==> src/rtl/seven_segment_scan_controller_if.sv <==
`default_nettype none
// ============================================================================
// Module   : seven_segment_scan_controller_if
// Brief    : Host/display bundle for the seven-segment scan controller.
//            The host side (master) supplies the frame and scan control and
//            observes the display drive; the controller is the slave.
// Revision : 1.0 - initial release
// ============================================================================
interface seven_segment_scan_controller_if #(
   parameter int NUM_DIGITS = 4
);
   logic                      enable;
   logic                      load;
   logic [4*NUM_DIGITS-1:0]   value_in;
   logic [NUM_DIGITS-1:0]     blank_mask;
   logic                      lz_suppress;
   logic                      load_ack;
   logic [3:0]                dec;
   logic                      seg_blank;
   logic [NUM_DIGITS-1:0]     digit_en_n;

   modport master (
      output enable, load, value_in, blank_mask, lz_suppress,
      input  load_ack, dec, seg_blank, digit_en_n
   );

   modport slave (
      input  enable, load, value_in, blank_mask, lz_suppress,
      output load_ack, dec, seg_blank, digit_en_n
   );
endinterface
`default_nettype wire

==> src/rtl/seven_segment_scan_controller.sv <==
`default_nettype none
// ============================================================================
// Module   : seven_segment_scan_controller
// Brief    : Time-multiplexes one shared BCD seven-segment decoder across
//            NUM_DIGITS common-anode digits with a guard-blank gap between
//            digits. The frame is double-buffered and only swapped at a frame
//            boundary (or while idle) so a displayed frame is never torn.
// Revision : 1.0 - initial release
// ============================================================================
module seven_segment_scan_controller #(
   parameter int NUM_DIGITS   = 4,
   parameter int DRIVE_CYCLES = 50000,
   parameter int BLANK_CYCLES = 2
) (
   input  logic clk,
   input  logic reset,
   seven_segment_scan_controller_if.slave bus
);

   localparam int MAX_CYCLES = (DRIVE_CYCLES > BLANK_CYCLES) ? DRIVE_CYCLES : BLANK_CYCLES;
   localparam int TMR_W      = (MAX_CYCLES > 1) ? $clog2(MAX_CYCLES) : 1;
   localparam int IDX_W      = $clog2(NUM_DIGITS);

   localparam logic [TMR_W-1:0] BLANK_LAST = TMR_W'(BLANK_CYCLES - 1);
   localparam logic [TMR_W-1:0] DRIVE_LAST = TMR_W'(DRIVE_CYCLES - 1);
   localparam logic [IDX_W-1:0] IDX_LAST   = IDX_W'(NUM_DIGITS - 1);

   typedef enum logic [1:0] {
      ST_IDLE  = 2'd0,
      ST_BLANK = 2'd1,
      ST_DRIVE = 2'd2
   } state_t;

   // Registered state
   state_t                  state;
   logic [IDX_W-1:0]        idx;
   logic [TMR_W-1:0]        timer;
   logic [4*NUM_DIGITS-1:0] act_val;
   logic [NUM_DIGITS-1:0]   act_mask;
   logic [4*NUM_DIGITS-1:0] pend_val;
   logic [NUM_DIGITS-1:0]   pend_mask;
   logic                    pend_valid;
   logic [3:0]              dec_q;
   logic                    eff_q;      // effective blank of the digit being shown
   logic                    seg_blank_q;
   logic [NUM_DIGITS-1:0]   en_q;
   logic                    ack_q;

   // Next-state values
   state_t                  state_n;
   logic [IDX_W-1:0]        idx_n;
   logic [TMR_W-1:0]        timer_n;
   logic                    commit;
   logic [4*NUM_DIGITS-1:0] frame_val_n;
   logic [NUM_DIGITS-1:0]   frame_mask_n;
   logic [3:0]              dec_n;
   logic                    eff_n;
   logic                    seg_blank_n;
   logic [NUM_DIGITS-1:0]   en_n;

   // Per-digit decode of the frame that will be active after this edge
   logic [3:0]              digit_code [NUM_DIGITS];
   logic [NUM_DIGITS-1:0]   digit_zero;
   logic [NUM_DIGITS-1:0]   upper_zero;  // digit i and every digit above it are 0
   logic [3:0]              sel_code;
   logic                    sel_invalid;
   logic                    sel_lz;
   logic                    sel_eff;

   assign frame_val_n  = commit ? pend_val  : act_val;
   assign frame_mask_n = commit ? pend_mask : act_mask;

   for (genvar gi = 0; gi < NUM_DIGITS; gi++) begin : g_digit
      assign digit_code[gi] = frame_val_n[4*gi +: 4];
      assign digit_zero[gi] = (frame_val_n[4*gi +: 4] == 4'd0);
   end

   // Leading-zero chain from the most significant digit downwards
   always_comb begin
      upper_zero                 = '0;
      upper_zero[NUM_DIGITS-1]   = digit_zero[NUM_DIGITS-1];
      for (int i = NUM_DIGITS - 2; i >= 0; i--) begin
         upper_zero[i] = digit_zero[i] & upper_zero[i+1];
      end
   end

   assign sel_code    = digit_code[idx_n];
   assign sel_invalid = (sel_code > 4'd9);
   assign sel_lz      = bus.lz_suppress && (idx_n != '0) && upper_zero[idx_n];
   assign sel_eff     = frame_mask_n[idx_n] | sel_invalid | sel_lz;

   // Next-state logic: scan sequencing, frame commit and registered output values
   always_comb begin
      state_n     = state;
      idx_n       = idx;
      timer_n     = timer;
      commit      = 1'b0;

      unique case (state)
         ST_IDLE: begin
            commit = pend_valid;
            if (bus.enable) begin
               state_n = ST_BLANK;
               idx_n   = '0;
               timer_n = '0;
            end
         end
         ST_BLANK: begin
            if (timer == BLANK_LAST) begin
               state_n = ST_DRIVE;
               timer_n = '0;
            end else begin
               timer_n = timer + 1'b1;
            end
         end
         ST_DRIVE: begin
            if (timer == DRIVE_LAST) begin
               state_n = ST_BLANK;
               timer_n = '0;
               if (idx == IDX_LAST) begin
                  idx_n  = '0;
                  commit = pend_valid;
               end else begin
                  idx_n  = idx + 1'b1;
               end
            end else begin
               timer_n = timer + 1'b1;
            end
         end
         default: begin
            state_n = ST_IDLE;
         end
      endcase

      // Dropping enable darkens the display immediately; an idle cycle may
      // still commit, but a frame wrap that is being abandoned may not.
      if (!bus.enable) begin
         state_n = ST_IDLE;
         idx_n   = '0;
         timer_n = '0;
         if (state != ST_IDLE) begin
            commit = 1'b0;
         end
      end

      dec_n       = dec_q;
      eff_n       = eff_q;
      seg_blank_n = 1'b1;
      en_n        = '1;
      if (state_n == ST_BLANK) begin
         // Decoder input and blank decision are latched on BLANK entry and
         // held through the following DRIVE.
         if (state != ST_BLANK) begin
            dec_n = sel_invalid ? 4'd0 : sel_code;
            eff_n = sel_eff;
         end
      end else if (state_n == ST_DRIVE) begin
         en_n[idx_n] = 1'b0;
         seg_blank_n = eff_q;
      end
   end

   // State, frame buffers and registered outputs
   always_ff @(posedge clk) begin
      if (reset) begin
         state       <= ST_IDLE;
         idx         <= '0;
         timer       <= '0;
         act_val     <= '0;
         act_mask    <= '1;
         pend_val    <= '0;
         pend_mask   <= '0;
         pend_valid  <= 1'b0;
         dec_q       <= 4'd0;
         eff_q       <= 1'b1;
         seg_blank_q <= 1'b1;
         en_q        <= '1;
         ack_q       <= 1'b0;
      end else begin
         state       <= state_n;
         idx         <= idx_n;
         timer       <= timer_n;
         dec_q       <= dec_n;
         eff_q       <= eff_n;
         seg_blank_q <= seg_blank_n;
         en_q        <= en_n;
         ack_q       <= commit;
         if (commit) begin
            act_val    <= pend_val;
            act_mask   <= pend_mask;
            pend_valid <= 1'b0;
         end
         // A load on the commit edge starts a fresh pending frame.
         if (bus.load) begin
            pend_val   <= bus.value_in;
            pend_mask  <= bus.blank_mask;
            pend_valid <= 1'b1;
         end
      end
   end

   assign bus.load_ack   = ack_q;
   assign bus.dec        = dec_q;
   assign bus.seg_blank  = seg_blank_q;
   assign bus.digit_en_n = en_q;

endmodule
`default_nettype wire
==> src/flat_wrapper.sv <==
// flat-port wrapper written by rule: the top's interface ports become plain ports
module seven_segment_scan_controller_flat 
#(
   parameter int NUM_DIGITS   = 4,
   parameter int DRIVE_CYCLES = 50000,
   parameter int BLANK_CYCLES = 2
)
  (clk, reset, bus_enable, bus_load, bus_value_in, bus_blank_mask, bus_lz_suppress, bus_load_ack, bus_dec, bus_seg_blank, bus_digit_en_n);
  seven_segment_scan_controller_if #(.NUM_DIGITS(NUM_DIGITS)) bus_i ();
  input  logic clk;
  input  logic reset;
  input wire logic [$bits(bus_i.enable)-1:0] bus_enable;
  input wire logic [$bits(bus_i.load)-1:0] bus_load;
  input wire logic [$bits(bus_i.value_in)-1:0] bus_value_in;
  input wire logic [$bits(bus_i.blank_mask)-1:0] bus_blank_mask;
  input wire logic [$bits(bus_i.lz_suppress)-1:0] bus_lz_suppress;
  output wire logic [$bits(bus_i.load_ack)-1:0] bus_load_ack;
  output wire logic [$bits(bus_i.dec)-1:0] bus_dec;
  output wire logic [$bits(bus_i.seg_blank)-1:0] bus_seg_blank;
  output wire logic [$bits(bus_i.digit_en_n)-1:0] bus_digit_en_n;
  assign bus_i.enable = bus_enable;
  assign bus_i.load = bus_load;
  assign bus_i.value_in = bus_value_in;
  assign bus_i.blank_mask = bus_blank_mask;
  assign bus_i.lz_suppress = bus_lz_suppress;
  assign bus_load_ack = bus_i.load_ack;
  assign bus_dec = bus_i.dec;
  assign bus_seg_blank = bus_i.seg_blank;
  assign bus_digit_en_n = bus_i.digit_en_n;
  seven_segment_scan_controller #(.NUM_DIGITS(NUM_DIGITS), .DRIVE_CYCLES(DRIVE_CYCLES), .BLANK_CYCLES(BLANK_CYCLES)) u_core (.clk(clk), .reset(reset), .bus(bus_i));
endmodule
==> config.mk <==
export PLATFORM = sky130hd
export DESIGN_NAME = seven_segment_scan_controller_flat
export DESIGN_NICKNAME = d
export VERILOG_FILES = /design/src/rtl/seven_segment_scan_controller_if.sv /design/src/rtl/seven_segment_scan_controller.sv /design/src/flat_wrapper.sv
export SDC_FILE = /design/constraint.sdc
export NUM_CORES = 1
export LEC_CHECK = 0
export ABC_AREA = 1
export CORE_MARGIN = 4
export CORE_UTILIZATION = 51
export DETAILED_ROUTE_END_ITERATION = 8
export HOLD_SLACK_MARGIN = 0.02
export PLACE_DENSITY = 0.76
export RECOVER_POWER = 50
export SKIP_CTS_REPAIR_TIMING = 1
export SYNTH_ARGS = -nofsm -noshare
export SYNTH_HDL_FRONTEND = slang
export SYNTH_SLANG_ARGS = --single-unit
==> constraint.sdc <==
create_clock -name clk -period 2.1 [get_ports clk]
set_input_delay 0.42 -clock clk [delete_from_list [all_inputs] [get_ports clk]]
set_output_delay 0.42 -clock clk [all_outputs]
set_load 0.02 [all_outputs]
# After elaboration in Yosys (flattened, before gate mapping)

Index checks and enable logic that the tools add are counted.

Word-level logic and storage cells: 81
Register bits after elaboration: 72
Input bits: 25
Output and inout port bits: 10

Add/sub/neg operators: 2
Mux-type cells: 30
Bitwise operators: 9
Equal/unequal tests: 8
Reduce and logical (&&, ||, !) cells: 15
Magnitude comparators: 4

Operator list:

| cell                    | count |
|---|---|
| $mux W16                | 3 |
| $pmux W16 S3            | 1 |
| $add A16 B1 Y16 const B | 1 |
| $eq A16 B1 Y1 const B   | 1 |
| $eq A16 B16 Y1 const B  | 1 |
| $logic_not A4 Y1        | 4 |
| $mux W4                 | 4 |
| $mux W2                 | 6 |
| $mux W1                 | 9 |
| $bmux W4 S2             | 1 |
| $eq A2 B2 Y1 const B    | 3 |
| $pmux W2 S3             | 1 |
| $reduce_bool A2 Y1      | 3 |
| $bmux W1 S2             | 2 |
| $eq A2 B1 Y1 const B    | 2 |
| $gt A4 B4 Y1 const B    | 1 |
| $not A4 Y4              | 1 |
| $pmux W2 S2             | 1 |
| $and A1 B1 Y1           | 3 |
| $ge A3 B3 Y1 const B    | 1 |
| $logic_and A1 B1 Y1     | 3 |
| $lt A2 B3 Y1 const B    | 1 |
| $not A2 Y3              | 1 |
| $reduce_bool A3 Y1      | 1 |
| 11 further kinds        | 13 |

# Longest topological paths before layout

Depth in word-level cells: 15
Depth in mapped cells: 20

# Worst setup path before layout

No wires, ideal clock.

Kind: reg-to-reg
Start point: register u_core.timer[0]
End point: register u_core.eff_q
Data required time: 1.985 ns
Slack: 0.157 ns
Arrival time: 1.828 ns
Clock period less this slack: 1.943 ns
Cell stages (with the launch flop): 18
Setup time: 0.115 ns
Cell sequence: dfxtp_1 -> ha_1 -> nand3_2 -> nor2_4 -> nand4_4 -> nand2_4 -> nand2_4 -> buf_6 -> nand2_1 -> nand2_1 -> nand2_1 -> nand2_1 -> nor2_2 -> nand2_1 -> nand2_2 -> nand3_1 -> nand2_1 -> nand2_1

Longest elaborated chain between the ends: 14

Ends and longest elaborated chain:

| element                                                               | line                                 | source |
|---|---|---|
| start: declaration                                                    | seven_segment_scan_controller.sv:37  | `logic [TMR_W-1:0] timer;` |
| start signal: assignment                                              | seven_segment_scan_controller.sv:182 | `timer <= timer_n;` |
| parallel branches: the longest is 14 deep, another holds $gt A4 B4 Y1 | -                                    |  |
| end signal: assignment                                                | seven_segment_scan_controller.sv:184 | `eff_q <= eff_n;` |
| end: declaration                                                      | seven_segment_scan_controller.sv:44  | `logic eff_q;` |

Several ways; the timed one is not identified. The select of a mux whose other input is x is not followed.
A chain may end at the register's enable or synchronous reset.

# Worst setup path after layout

Start point: register u_core.timer[12]
End point: register u_core.dec_q[2] (netlist: u_core.bus.dec[2])

Longest elaborated chain between the ends: 11

Ends and longest elaborated chain:

| element                                     | line                                 | source |
|---|---|---|
| $eq A16 B16 Y1                              | seven_segment_scan_controller.sv:117 | `if (timer == DRIVE_LAST) begin` |
| $mux W1                                     | seven_segment_scan_controller.sv:117 |  |
| $pmux W1 S2                                 | seven_segment_scan_controller.sv:99  | `unique case (state)` |
| $mux W1                                     | seven_segment_scan_controller.sv:141 | `if (state != ST_IDLE) begin` |
| $mux W1                                     | seven_segment_scan_controller.sv:137 | `if (!bus.enable) begin` |
| $mux W16                                    | -                                    |  |
| $bmux W4 S2                                 | seven_segment_scan_controller.sv:87  | `assign sel_code = digit_code[idx_n];` |
| $mux W4 (implied by the code) (2 in series) | seven_segment_scan_controller.sv:87  |  |
| $gt A4 B4 Y1                                | seven_segment_scan_controller.sv:88  | `assign sel_invalid = (sel_code > 4'd9);` |
| $mux W4                                     | seven_segment_scan_controller.sv:154 | `dec_n = sel_invalid ? 4'd0 : sel_code;` |
| end signal: assignment                      | seven_segment_scan_controller.sv:183 | `dec_q <= dec_n;` |
| end: declaration                            | seven_segment_scan_controller.sv:43  | `logic [3:0] dec_q;` |

Several ways; a longest one is shown, not always the timed one. The select of a mux whose other input is x is not followed.

==> results.json <==
{
  "status": "finished, final reports clean",
  "power_mw": 2.88,
  "synthCells": 491,
  "pin_count": 35,
  "endpoint_kind": "flip-flop",
  "slew_violations": 0,
  "p_per_area_nw_per_um2": 631,
  "wl_met2_um": 4010,
  "cpMostUsedCell": "nand2_1",
  "antenna_found_initial": 0,
  "clockRootBuffer": "clkbuf_8",
  "hold_depth": 2,
  "cp.arrival_ns": 2.34,
  "wl_met1_um": 3970,
  "track_usage": 0.208,
  "clock_sinks": 72,
  "gr-total-overflow": 0,
  "synth_warnings": 0,
  "final_antenna_net_count": 0,
  "rr_worst_depth": 15,
  "finalCritPeriodShare": 0.985,
  "avgViaCountPerCell": 5.15,
  "ys_ff_latch": 72,
  "worst_ep_required_time_ns": 2.37,
  "path_clk_slew_ns": 0.08,
  "setup_viol": 0,
  "regToRegSetupSlack_ns": 0.03,
  "placementRows": 29,
  "start_util": 0.532,
  "highest_layer": "met4",
  "hold_class": "flip-flop to flip-flop",
  "fin_skew_ns": 0.0124,
  "diodes": 0,
  "final_core_util": 0.710,
  "drc": 0,
  "seq_area_frac_synth": 0.422,
  "worst_skew_pair.late_latency_ns": 0.34,
  "vdd_drop_max_mv": 0.455,
  "r2r-end": "u_core.bus.dec[2]",
  "critPathMaxFanout": 8,
  "hold_slack_ns": 0.451,
  "drt_iter0_drc": 188,
  "nFillCells": 484,
  "syn_to_final_growth_pct": 33.4,
  "grt_pass1_vias": 3147,
  "cts_tree": "done",
  "grt_max_degree": 27,
  "netlist_area_um2": 3420,
  "reg2reg_from": "u_core.timer[12]",
  "min_from": "u_core.eff_q",
  "cap_violations": 0,
  "chipWidth_um": 89.9,
  "finalHoldViolCount": 0,
  "htree_levels": 3,
  "cp_slowest_cell": "dfxtp_1",
  "synth_nets": 524,
  "dieArea_um2": 8070,
  "drive_gt1_frac": 0.229,
  "wl_per_cell_um": 13.0,
  "fin_crit_ns": 2.07,
  "max_stage_delay_ns": 0.32,
  "leakage_nw": 2.02,
  "crit_buf_inv": 1,
  "hpwl_um": 5920,
  "dieHeight_um": 89.9,
  "dr_total_vias": 3384,
  "critical_path_class": "flip-flop to flip-flop",
  "syn_area_per_cell_um2": 6.96,
  "maxSlewHeadroom": 0.559,
  "port-buffer-count": 34,
  "cts_buffers": 9,
  "nets": 609,
  "whs_endpoint": "u_core.bus.seg_blank",
  "startpoint_type": "flip-flop",
  "routed_wl_um": 8570,
  "clock_path_buffers": 2,
  "drt_first_pass_iters": 5,
  "setup-tns-final_ns": 0,
  "coreArea_um2": 6420,
  "path_cells": "nor2_2 > nand2_2 > nor2_2 > nand2_4 > nor2_4 > nand2_1 > nand2_2 > nand2_4 > inv_2 > nand2_1 > o21ai_2 > nor2_4 > nor2_1 > nand2_1 > a21oi_1",
  "crit_family": "simple AND/OR/NAND/NOR gates",
  "worstMarginPinSlew_ns": 0.661,
  "max_freq_ghz": 0.483,
  "place_congestion": 0.883,
  "synth.distinct_cells": 34,
  "fin_area_um2": 4560,
  "place_area_um2": 4110,
  "grt_pass1_wl_um": 14100,
  "met3_length_um": 475,
  "rsz0062_at_grt": "true"
}
==> report_power, final <==
part	total, mW	switching, mW	internal (mW)
Clock	1.08	0.504	0.574
Combinational	0.349	0.186	0.163
Sequential	1.45	0.0292	1.42
Total	2.88	0.719	2.16
==> synth_stat cells <==
library cell | n | share of area
clkbuf_1 | 12 | 0.013
nand3_2 | 1 | 0.0029
nor2_4 | 3 | 0.0099
buf_6 | 1 | 0.0033
nand3_1 | 30 | 0.044
a211oi_1 | 2 | 0.0044
ha_1 | 8 | 0.029
o22ai_1 | 1 | 0.0018
dfxtp_1 | 72 | 0.42
o21a_1 | 2 | 0.0044
nand2_1 | 112 | 0.12
nand3_4 | 1 | 0.0051
nand2_4 | 3 | 0.0099
o21ai_0 | 28 | 0.041
nand4_1 | 1 | 0.0018
a221oi_1 | 2 | 0.0051
inv_2 | 2 | 0.0022
buf_4 | 2 | 0.0044
nor4_1 | 7 | 0.013
nand2_2 | 6 | 0.011
nor2_2 | 5 | 0.0092
xor2_1 | 3 | 0.0077
a21oi_1 | 19 | 0.028
a31oi_1 | 1 | 0.0018
o21ai_1 | 3 | 0.0044
xnor2_1 | 1 | 0.0026
nor2_1 | 94 | 0.10
buf_2 | 2 | 0.0029
inv_1 | 51 | 0.056
nand3b_1 | 3 | 0.0066
nand4_4 | 1 | 0.0062
o21ai_2 | 2 | 0.0051
or2_0 | 1 | 0.0018
nor3_1 | 9 | 0.013
==> per-layer routing <==
metal  vias to the layer above  global-route usage
li1                       1728                   -
met1                      1552               0.291
met2                        94               0.318
met3                        10              0.0376
met4                         0              0.0791
met5                         -                   0
==> placed cells by master, fill, tap and decap left out, types with 9 or more instances in the layout <==
| master | count |
|---|---|
| a21oi_1 | 18 |
| inv_1 | 44 |
| clkbuf_8 | 10 |
| buf_4 | 54 |
| dfxtp_1 | 64 |
| nand2_2 | 12 |
| o21ai_0 | 28 |
| nor2_1 | 88 |
| nand3_1 | 28 |
| clkdlybuf4s50_1 | 32 |
| inv_2 | 9 |
| nor2_4 | 10 |
| nand2_1 | 104 |
==> layout make-up <==
| class | count | area [um2] | area share |
|---|---|---|---|
| repair buffers | 90 | 762 | 0.167 |
| clock buffers | 10 | 138 | 0.0302 |
| multi-input cells | 350 | 1850 | 0.407 |
| flip-flops and latches | 72 | 1450 | 0.319 |
| clock inverters | 5 | 56.3 | 0.0124 |
| well taps | 77 | 96.3 | 0.0211 |
| inverters | 53 | 199 | 0.0436 |
==> flip-flops by register name (all words and copies together) (netlist names) <==
| signal | cells |
|---|---|
| u_core.act_val | 16 |
| u_core.pend_val | 16 |
| u_core.timer | 16 |
| u_core.act_mask | 4 |
| u_core.bus.dec | 4 |
| u_core.bus.digit_en_n | 4 |
| u_core.pend_mask | 4 |
| u_core.idx | 2 |
| u_core.state | 2 |
| u_core.bus.load_ack | 1 |
| u_core.bus.seg_blank | 1 |
| u_core.eff_q | 1 |
| u_core.pend_valid | 1 |
==> stage by stage <==
step | instances | setup slack (ns)
6_report | 657 | 0.0311
5_1_grt | 657 | -0.124
4_1_cts | 645 | -0.0778
3_5_place_dp | 630 | -0.215
3_3_place_gp | 630 | -0.184
2_1_floorplan | 491 | 0.157
==> kinds of logic (layout without fill, tap and decap cells) <==
group                      after synthesis  in the layout  share of synthesized area
AOI/OAI and AO/OA                       60             60                     0.0959
xor gates and xnor gates                 4              4                     0.0103
adders and majority gates                8              8                     0.0293
buffers and inverters                   70            158                     0.0820
DFF                                     72             72                      0.422
and+or+nand+nor                        277            278                      0.361
==> worst reg2reg max path: stages (launching register included) <==
cell and delay, ns:
dfxtp_1 0.32, nor2_2 0.14, nand2_2 0.11, nor2_2 0.18, nand2_4 0.09, nor2_4 0.11, nand2_1 0.09, nand2_2 0.10
nand2_4 0.12, inv_2 0.09, nand2_1 0.09, o21ai_2 0.19, nor2_4 0.06, nor2_1 0.11, nand2_1 0.08, a21oi_1 0.14
==> how the worst max path moves through the flow <==
stage | slack, ns | cells after the start | from | endpoint
after floorplan | 0.16 | 17 | u_core.timer[0] | u_core.eff_q
after CTS | -0.08 | 16 | u_core.timer[1] | u_core.bus.dec[0]
after global routing | -0.12 | 15 | u_core.timer[1] | u_core.bus.dec[2]
final | 0.03 | 15 | u_core.timer[12] | u_core.bus.dec[2]
after global placement | -0.18 | 16 | bus_enable | u_core.eff_q
after detailed placement | -0.22 | 16 | bus_enable | u_core.eff_q
Power figures use the tool's default switching activity.
